**config.mk**
```make
export PLATFORM = sky130hd
export DESIGN_NAME = jellyvl_etherneco_tx_arbiter
export DESIGN_NICKNAME = d
export VERILOG_FILES = /design/src/rtl/jellyvl_etherneco_pkg.sv /design/src/rtl/jellyvl_etherneco_rr_select.sv /design/src/rtl/jellyvl_etherneco_tx_arbiter.sv
export SDC_FILE = /design/constraint.sdc
export NUM_CORES = 1
export LEC_CHECK = 0
export ABC_AREA = 1
export CORE_MARGIN = 10
export CORE_UTILIZATION = 45
export CTS_BUF_LIST = sky130_fd_sc_hd__clkbuf_16
export CTS_CLUSTER_DIAMETER = 40
export CTS_CLUSTER_SIZE = 28
export DETAILED_ROUTE_END_ITERATION = 16
export PLACE_DENSITY = 0.76
export SLEW_MARGIN = 40
export SYNTH_ARGS = -nofsm -noshare
export SYNTH_HDL_FRONTEND = slang
export SYNTH_SLANG_ARGS = --single-unit
```
**constraint.sdc**
```tcl
create_clock -name clk -period 1.7 [get_ports clk]
set_input_delay 0.34 -clock clk [delete_from_list [all_inputs] [get_ports clk]]
set_output_delay 0.34 -clock clk [all_outputs]
set_load 0.005 [all_outputs]
```
**src/rtl/jellyvl_etherneco_pkg.sv**
```systemverilog
// Shared definitions for the Etherneco ring transmit path.
//   arb_state_t        : state of the TX arbiter FSM
//   DEFAULT_IFG_CYCLES : idle cycles inserted after each frame
//   DEFAULT_TIMEOUT    : stall cycles tolerated while a requester holds the grant
package jellyvl_etherneco_pkg;

    typedef enum logic [1:0] {
        ST_IDLE    = 2'd0,  // no grant, waiting for any request
        ST_GRANT   = 2'd1,  // granted, waiting for the first byte of the frame
        ST_FORWARD = 2'd2,  // forwarding frame bytes
        ST_GAP     = 2'd3   // enforcing the inter-frame gap
    } arb_state_t;

    localparam int DEFAULT_IFG_CYCLES = 12;
    localparam int DEFAULT_TIMEOUT    = 1023;

endpackage

```
**src/rtl/jellyvl_etherneco_rr_select.sv**
```systemverilog
// Combinational N-way round-robin pick.
// The first requester after 'last' (wrapping) with its req bit set wins.
//   req   : request vector
//   last  : index of the previous winner
//   grant : one-hot winner (all zero when nothing is requested)
//   index : binary index of the winner (0 when nothing is requested)
module jellyvl_etherneco_rr_select #(
    parameter int N     = 2,
    parameter int IDX_W = (N > 1) ? $clog2(N) : 1
) (
    input  logic [N-1:0]     req,
    input  logic [IDX_W-1:0] last,
    output logic [N-1:0]     grant,
    output logic [IDX_W-1:0] index
);

    logic found;

    // NOTE: every output of a combinational block gets a default first, so no path leaves it unassigned and no latch is inferred.
    always_comb begin
        grant = '0;
        index = '0;
        found = 1'b0;
        // Walk distances 1..N from the last winner; both loops unroll to constant indices.
        for (int k = 1; k <= N; k++) begin
            for (int i = 0; i < N; i++) begin
                if (!found && req[i] && ((int'(last) + k) % N) == i) begin
                    found    = 1'b1;
                    grant[i] = 1'b1;
                    index    = IDX_W'(i);
                end
            end
        end
    end

endmodule

```
**src/rtl/jellyvl_etherneco_tx_arbiter.sv**
```systemverilog
// Round-robin arbiter sharing the ring TX byte stream between N requesters.
// One requester is granted at a time; its frame is forwarded through one register
// stage. Stalled frames are aborted with a forced terminator byte, a first-flag in
// mid-frame is treated as a protocol error, and an inter-frame gap follows every frame.
//   reset, clk          : asynchronous active-low reset, clock
//   s_req               : per-requester frame request (level)
//   s_grant             : registered one-hot grant
//   s_ready             : s_grant while waiting for or forwarding a frame
//   s_first/s_last      : per-requester frame delimiters
//   s_data              : per-requester byte, requester i at [8i+7:8i]
//   s_valid             : per-requester byte strobe
//   m_first/m_last/m_data/m_valid : output byte stream (downstream always accepts)
//   busy                : arbiter not idle
//   abort               : one-cycle pulse on timeout or protocol error
module jellyvl_etherneco_tx_arbiter
    import jellyvl_etherneco_pkg::*;
#(
    parameter int N          = 2,
    parameter int IFG_CYCLES = DEFAULT_IFG_CYCLES,
    parameter int TIMEOUT    = DEFAULT_TIMEOUT
) (
    input  logic           reset,
    input  logic           clk,
    input  logic [N-1:0]   s_req,
    output logic [N-1:0]   s_grant,
    output logic [N-1:0]   s_ready,
    input  logic [N-1:0]   s_first,
    input  logic [N-1:0]   s_last,
    input  logic [N*8-1:0] s_data,
    input  logic [N-1:0]   s_valid,
    output logic           m_first,
    output logic           m_last,
    output logic [7:0]     m_data,
    output logic           m_valid,
    output logic           busy,
    output logic           abort
);

    localparam int IDX_W  = (N > 1) ? $clog2(N) : 1;
    localparam int IDLE_W = $clog2(TIMEOUT + 1);
    localparam int GAP_W  = (IFG_CYCLES > 0) ? $clog2(IFG_CYCLES + 1) : 1;

    localparam logic [IDLE_W-1:0] IDLE_MAX = IDLE_W'(TIMEOUT);
    localparam logic [GAP_W-1:0]  GAP_LOAD = GAP_W'(IFG_CYCLES);

    arb_state_t        state;
    logic [IDX_W-1:0]  rr_last;
    logic [IDLE_W-1:0] idle_cnt;
    logic [GAP_W-1:0]  gap_cnt;

    logic [N-1:0]      pick_grant;
    logic [IDX_W-1:0]  pick_idx;

    logic              granted;
    logic              is_fwd;
    logic              sel_valid;
    logic              sel_first;
    logic              sel_last;
    logic [7:0]        sel_data;
    logic              accept;
    logic              timeout;
    logic              emit_byte;
    logic              emit_term;
    logic              frame_end;
    logic              raise_abort;

    jellyvl_etherneco_rr_select #(
        .N     (N),
        .IDX_W (IDX_W)
    ) u_rr_select (
        .req   (s_req),
        .last  (rr_last),
        .grant (pick_grant),
        .index (pick_idx)
    );

    assign granted = (state == ST_GRANT) || (state == ST_FORWARD);
    assign is_fwd  = (state == ST_FORWARD);
    assign s_ready = granted ? s_grant : '0;
    assign busy    = (state != ST_IDLE);

    // One-hot input mux driven by the registered grant.
    always_comb begin
        sel_valid = 1'b0;
        sel_first = 1'b0;
        sel_last  = 1'b0;
        sel_data  = 8'h00;
        for (int i = 0; i < N; i++) begin
            if (s_grant[i]) begin
                sel_valid = s_valid[i];
                sel_first = s_first[i];
                sel_last  = s_last[i];
                sel_data  = s_data[8*i +: 8];
            end
        end
    end

    // An accepted byte wins over a timeout that matures in the same cycle.
    assign accept  = granted && sel_valid;
    assign timeout = granted && !accept && (idle_cnt == IDLE_MAX);

    // GRANT forwards only a first byte; FORWARD forwards anything but a first byte.
    assign emit_byte   = accept && (is_fwd ? !sel_first : sel_first);
    // Terminator only when a frame was already started on the output.
    assign emit_term   = is_fwd && ((accept && sel_first) || timeout);
    assign raise_abort = (is_fwd && accept && sel_first) || timeout;
    assign frame_end   = (accept && sel_last && (is_fwd || sel_first))
                       || (is_fwd && accept && sel_first)
                       || timeout;

    // NOTE: sequential state uses non-blocking assignments so every register samples pre-edge values.
    always_ff @(posedge clk or negedge reset) begin
        if (!reset) begin
            state    <= ST_IDLE;
            s_grant  <= '0;
            rr_last  <= IDX_W'(N - 1);
            idle_cnt <= '0;
            gap_cnt  <= '0;
            m_valid  <= 1'b0;
            m_first  <= 1'b0;
            m_last   <= 1'b0;
            m_data   <= 8'h00;
            abort    <= 1'b0;
        end else begin
            m_valid <= emit_byte || emit_term;
            abort   <= raise_abort;

            // Output fields hold their value while m_valid is low.
            if (emit_byte) begin
                m_first <= !is_fwd;
                m_last  <= sel_last;
                m_data  <= sel_data;
            end else if (emit_term) begin
                m_first <= 1'b0;
                m_last  <= 1'b1;
                m_data  <= 8'h00;
            end

            case (state)
                ST_IDLE: begin
                    if (|s_req) begin
                        s_grant  <= pick_grant;
                        rr_last  <= pick_idx;
                        idle_cnt <= '0;
                        state    <= ST_GRANT;
                    end
                end

                ST_GRANT, ST_FORWARD: begin
                    if (frame_end) begin
                        s_grant  <= '0;
                        idle_cnt <= '0;
                        if (IFG_CYCLES == 0) begin
                            state <= ST_IDLE;
                        end else begin
                            state   <= ST_GAP;
                            gap_cnt <= GAP_LOAD;
                        end
                    end else begin
                        // Never exceeds IDLE_MAX: reaching it ends the frame above.
                        if (accept) begin
                            idle_cnt <= '0;
                        end else begin
                            idle_cnt <= idle_cnt + 1'b1;
                        end
                        if (!is_fwd && accept && sel_first) begin
                            state <= ST_FORWARD;
                        end
                    end
                end

                ST_GAP: begin
                    if (gap_cnt > GAP_W'(1)) begin
                        gap_cnt <= gap_cnt - 1'b1;
                    end else begin
                        gap_cnt <= '0;
                        state   <= ST_IDLE;
                    end
                end

                default: begin
                    state <= ST_IDLE;
                end
            endcase
        end
    end

endmodule

```
==> results_dict.tcl <==
set metrics [dict create \
    leakage_nw 1.42 \
    die_w_um 85.0 \
    synth.net_count 264 \
    die_area_mm2 0.00722 \
    violations "setup timing" \
    synth_fa_ha_area_frac 0.0461 \
    hold_buffers 0 \
    rr_startpoint "state[1]$_DFFE_PN0P_" \
    placed_cells 343 \
    synthMuxAreaShare 0 \
    stdcell_area_mm2 0.00303 \
    antenna_found_initial 0 \
    vias 1931 \
    hpwl_um 3850 \
    status "complete, but fails checks" \
    synth_top_cell_by_area "dfrtp_1" \
    initial_utilization 0.471 \
    drc_errors 0 \
    arrival_ns 1.99 \
    final_nets 351 \
    slew_viol_final 0 \
    via_per_inst 5.23 \
    pre_cts_ws_ns -0.358 \
    crit_family "simple AND/OR/NAND/NOR gates" \
    rsz0062_at_grt "yes" \
    crit_path_max_fanout 8 \
    cp.buffers_inverters 3 \
    hold_viol 0 \
    place_area_mm2 0.00255 \
    drt_iter0_drc 82 \
    clock_sinks 31 \
    synth-edff-count 0 \
    drt_wl_total_um 6210 \
    num_rows 23 \
    crit_chain "inv_2 -> ha_4 -> buf_8 -> nand3_4 -> nor2_4 -> nor2_4 -> nand3_2 -> nand2_2 -> clkinv_4 -> nor2_2" \
    synth_top_area_frac 0.395 \
    clkLatencyLatePin_ns 0.28 \
    drive_gt1_frac 0.364 \
    diodes 0 \
    port_buffers 42 \
    drtPass1Iterations 4 \
    cts_buffers 5 \
    slew_headroom 0.789 \
    cts_max_path_buffers 2 \
    grt_pass1_wl_um 9210 \
    cts_tree "done" \
    cp-start-kind "register" \
    synth_top_family_by_area "simple AND/OR/NAND/NOR gates" \
    tns_ns -2.01 \
    vdd_ir_drop_max_mv 0.850 \
    grt_pass1_vias 1921 \
    period_minus_slack_ns 1.83 \
    root_buffer "clkbuf_16" \
    wl_met3_um 322 \
    regToRegSetupSlack_ns -0.13 \
    ys_seq_area_frac 0.409 \
    wl_met1_um 2420 \
    reg2reg_depth 10 \
    yosys_most_used_dff "dfrtp_1" \
    crit_path_end_kind "register" \
    grt_max_degree 32 \
    max_slew.worst_pin.slew_ns 0.315 \
    fin_cells 369 \
    cp.required_ns 1.86 \
    n_fill_cell 273 \
    synth_xor_area_frac 0.0277 \
    clock_skew_ns 0.00298 \
    met2_length_um 3350 \
    ant_nets 0 \
    yosys.cell_count.top_type "nand2_1" \
    worstSetupPathType "reg2reg" \
    core_mm2 0.00403 \
    worst_r2r_endpoint "idle_cnt[9]$_DFFE_PN0P_" \
    clk_pin_slew_ns 0.05 \
    netlist-cell-type-count 33 \
    top_layer "met4" \
    grt_usage 0.155 \
    multi_input_area_mm2 0.00116 \
    die_h_um 85.0 \
    ios 43 \
    htreeDepth 2 \
    gp_congestion 0.815 \
    fin_crit_sh 1.07 \
    critPathMaxStageDelay_ns 0.39 \
    grt_overflow 0 \
    max_freq_ghz 0.547 \
    drv_cap 0 \
    syn2layout_area_growth_pct 59.5 \
    timing.final.ws_setup_ns -0.127 \
    yosysWarnings 0 \
    synth.area.top_cells "dfrtp_1 (40%), nand2_1 (11%), nand3_1 (7.4%)" \
    hold_path_class "in2async" \
    async_flop_share 1.00 \
    finalSetupViolCount 28 \
    synth-simple-area-share 0.352 \
    cp_slowest_cell "dfrtp_1" \
    ys_ff_latch 31 \
    synth_compound_area_frac 0.0962 \
    wl_per_cell_um 16.8 \
    path_common_cell "nor2_4" \
    syn_area_mm2 0.00190 \
    synth_common_cells "nand2_1 (55), dfrtp_1 (30), nand3_1 (28)" \
    power_density_mw_per_mm2 1790 \
    synthCells 231 \
    seq_area_um2 777 \
    avgSynthCellArea_um2 8.22 \
]
==> area by class of cell <==
class                   count  area share
multi-input cells         170       0.382
repair buffers             83       0.258
flip-flops and latches     31       0.257
clock buffers               5      0.0413
inverters                  27      0.0368
well taps                  50      0.0207
clock inverters             3     0.00496
==> sequential cells by signal (all words and copies together) (netlist names) <==
signal	count
m_last	1
state	2
m_data	8
gap_cnt	4
abort	1
s_grant	2
m_valid	1
rr_last	1
idle_cnt	10
m_first	1
==> how the worst max path moves through the flow <==
stage | from | endpoint | slack (ns) | cells after the start
6_report | state[1]$_DFFE_PN0P_ | idle_cnt[9]$_DFFE_PN0P_ | -0.13 | 10
5_1_grt | state[1]$_DFFE_PN0P_ | idle_cnt[6]$_DFFE_PN0P_ | -0.21 | 10
4_1_cts | state[0]$_DFFE_PN0P_ | idle_cnt[5]$_DFFE_PN0P_ | -0.05 | 12
3_5_place_dp | s_first[0] | state[1]$_DFFE_PN0P_ | -0.36 | 12
3_3_place_gp | s_first[0] | m_last$_DFFE_PN0P_ | -0.29 | 11
2_1_floorplan | state[0]$_DFFE_PN0P_ | idle_cnt[5]$_DFFE_PN0P_ | 0.01 | 11
==> power breakdown <==
group          switching (mW)  internal [mW]  total (mW)
registers               0.207           1.01        1.21
logic                    1.76           1.61        3.37
clock network           0.315          0.531       0.846
total                    2.28           3.15        5.43
==> cells in the final DEF (no fill, tap or decap), types with 2 or more instances in the layout <==
| master | count |
|---|---|
| ha_4 | 3 |
| nor2_4 | 7 |
| buf_4 | 29 |
| buf_6 | 10 |
| clkinv_4 | 2 |
| xnor2_1 | 2 |
| nor2_2 | 10 |
| or2_2 | 2 |
| inv_2 | 8 |
| ha_1 | 4 |
| nand3_4 | 2 |
| dfrtp_1 | 30 |
| a21oi_1 | 4 |
| a21oi_2 | 7 |
| clkinv_1 | 2 |
| nor2_1 | 9 |
| clkbuf_16 | 5 |
| a31o_1 | 8 |
| clkdlybuf4s50_1 | 37 |
| o22ai_1 | 2 |
| nand3_2 | 6 |
| nor3_1 | 2 |
| o21ai_0 | 2 |
| o21ai_2 | 2 |
| nand3_1 | 24 |
| nand2_1 | 47 |
| nand3b_1 | 2 |
| dlygate4sd2_1 | 2 |
| xor2_1 | 4 |
| nand2_2 | 13 |
| inv_1 | 17 |
==> stage by stage <==
stage	total power, mW	hold WS, ns	utilization
2_1_floorplan	2.62	0.0444	-
3_3_place_gp	3.62	0.482	0.634
3_5_place_dp	3.69	0.491	0.634
4_1_cts	4.90	0.434	0.704
5_1_grt	5.78	0.448	0.752
6_report	5.43	0.430	0.752
==> layer usage <==
metal	vias to the layer above	GRT usage
li1	933	-
met1	939	0.178
met2	51	0.264
met3	8	0.0392
met4	0	0.0719
met5	-	0
==> cells by family after synthesis <==
group	after synthesis
fa+ha+maj	7
xor+xnor	6
buf+inv	31
flops	31
compound gates	28
simple gates	128
==> worst reg2reg max path: stages (launching register included) <==
cell      delay, ns
dfrtp_1        0.39
inv_2          0.07
ha_4           0.29
buf_8          0.13
nand3_4        0.12
nor2_4         0.27
nor2_4         0.10
nand3_2        0.10
nand2_2        0.07
clkinv_4       0.10
nor2_2         0.05
==> repair_timing <==
item,in CTS,in global routing
gates cloned,0,1
hold endpoints to repair,0,0
gates resized for setup,27,38
pin swaps,24,37
buffers inserted,8,9
endpoints found under the setup margin,31,31
No activity file was read; power rests on OpenSTA's default activity.
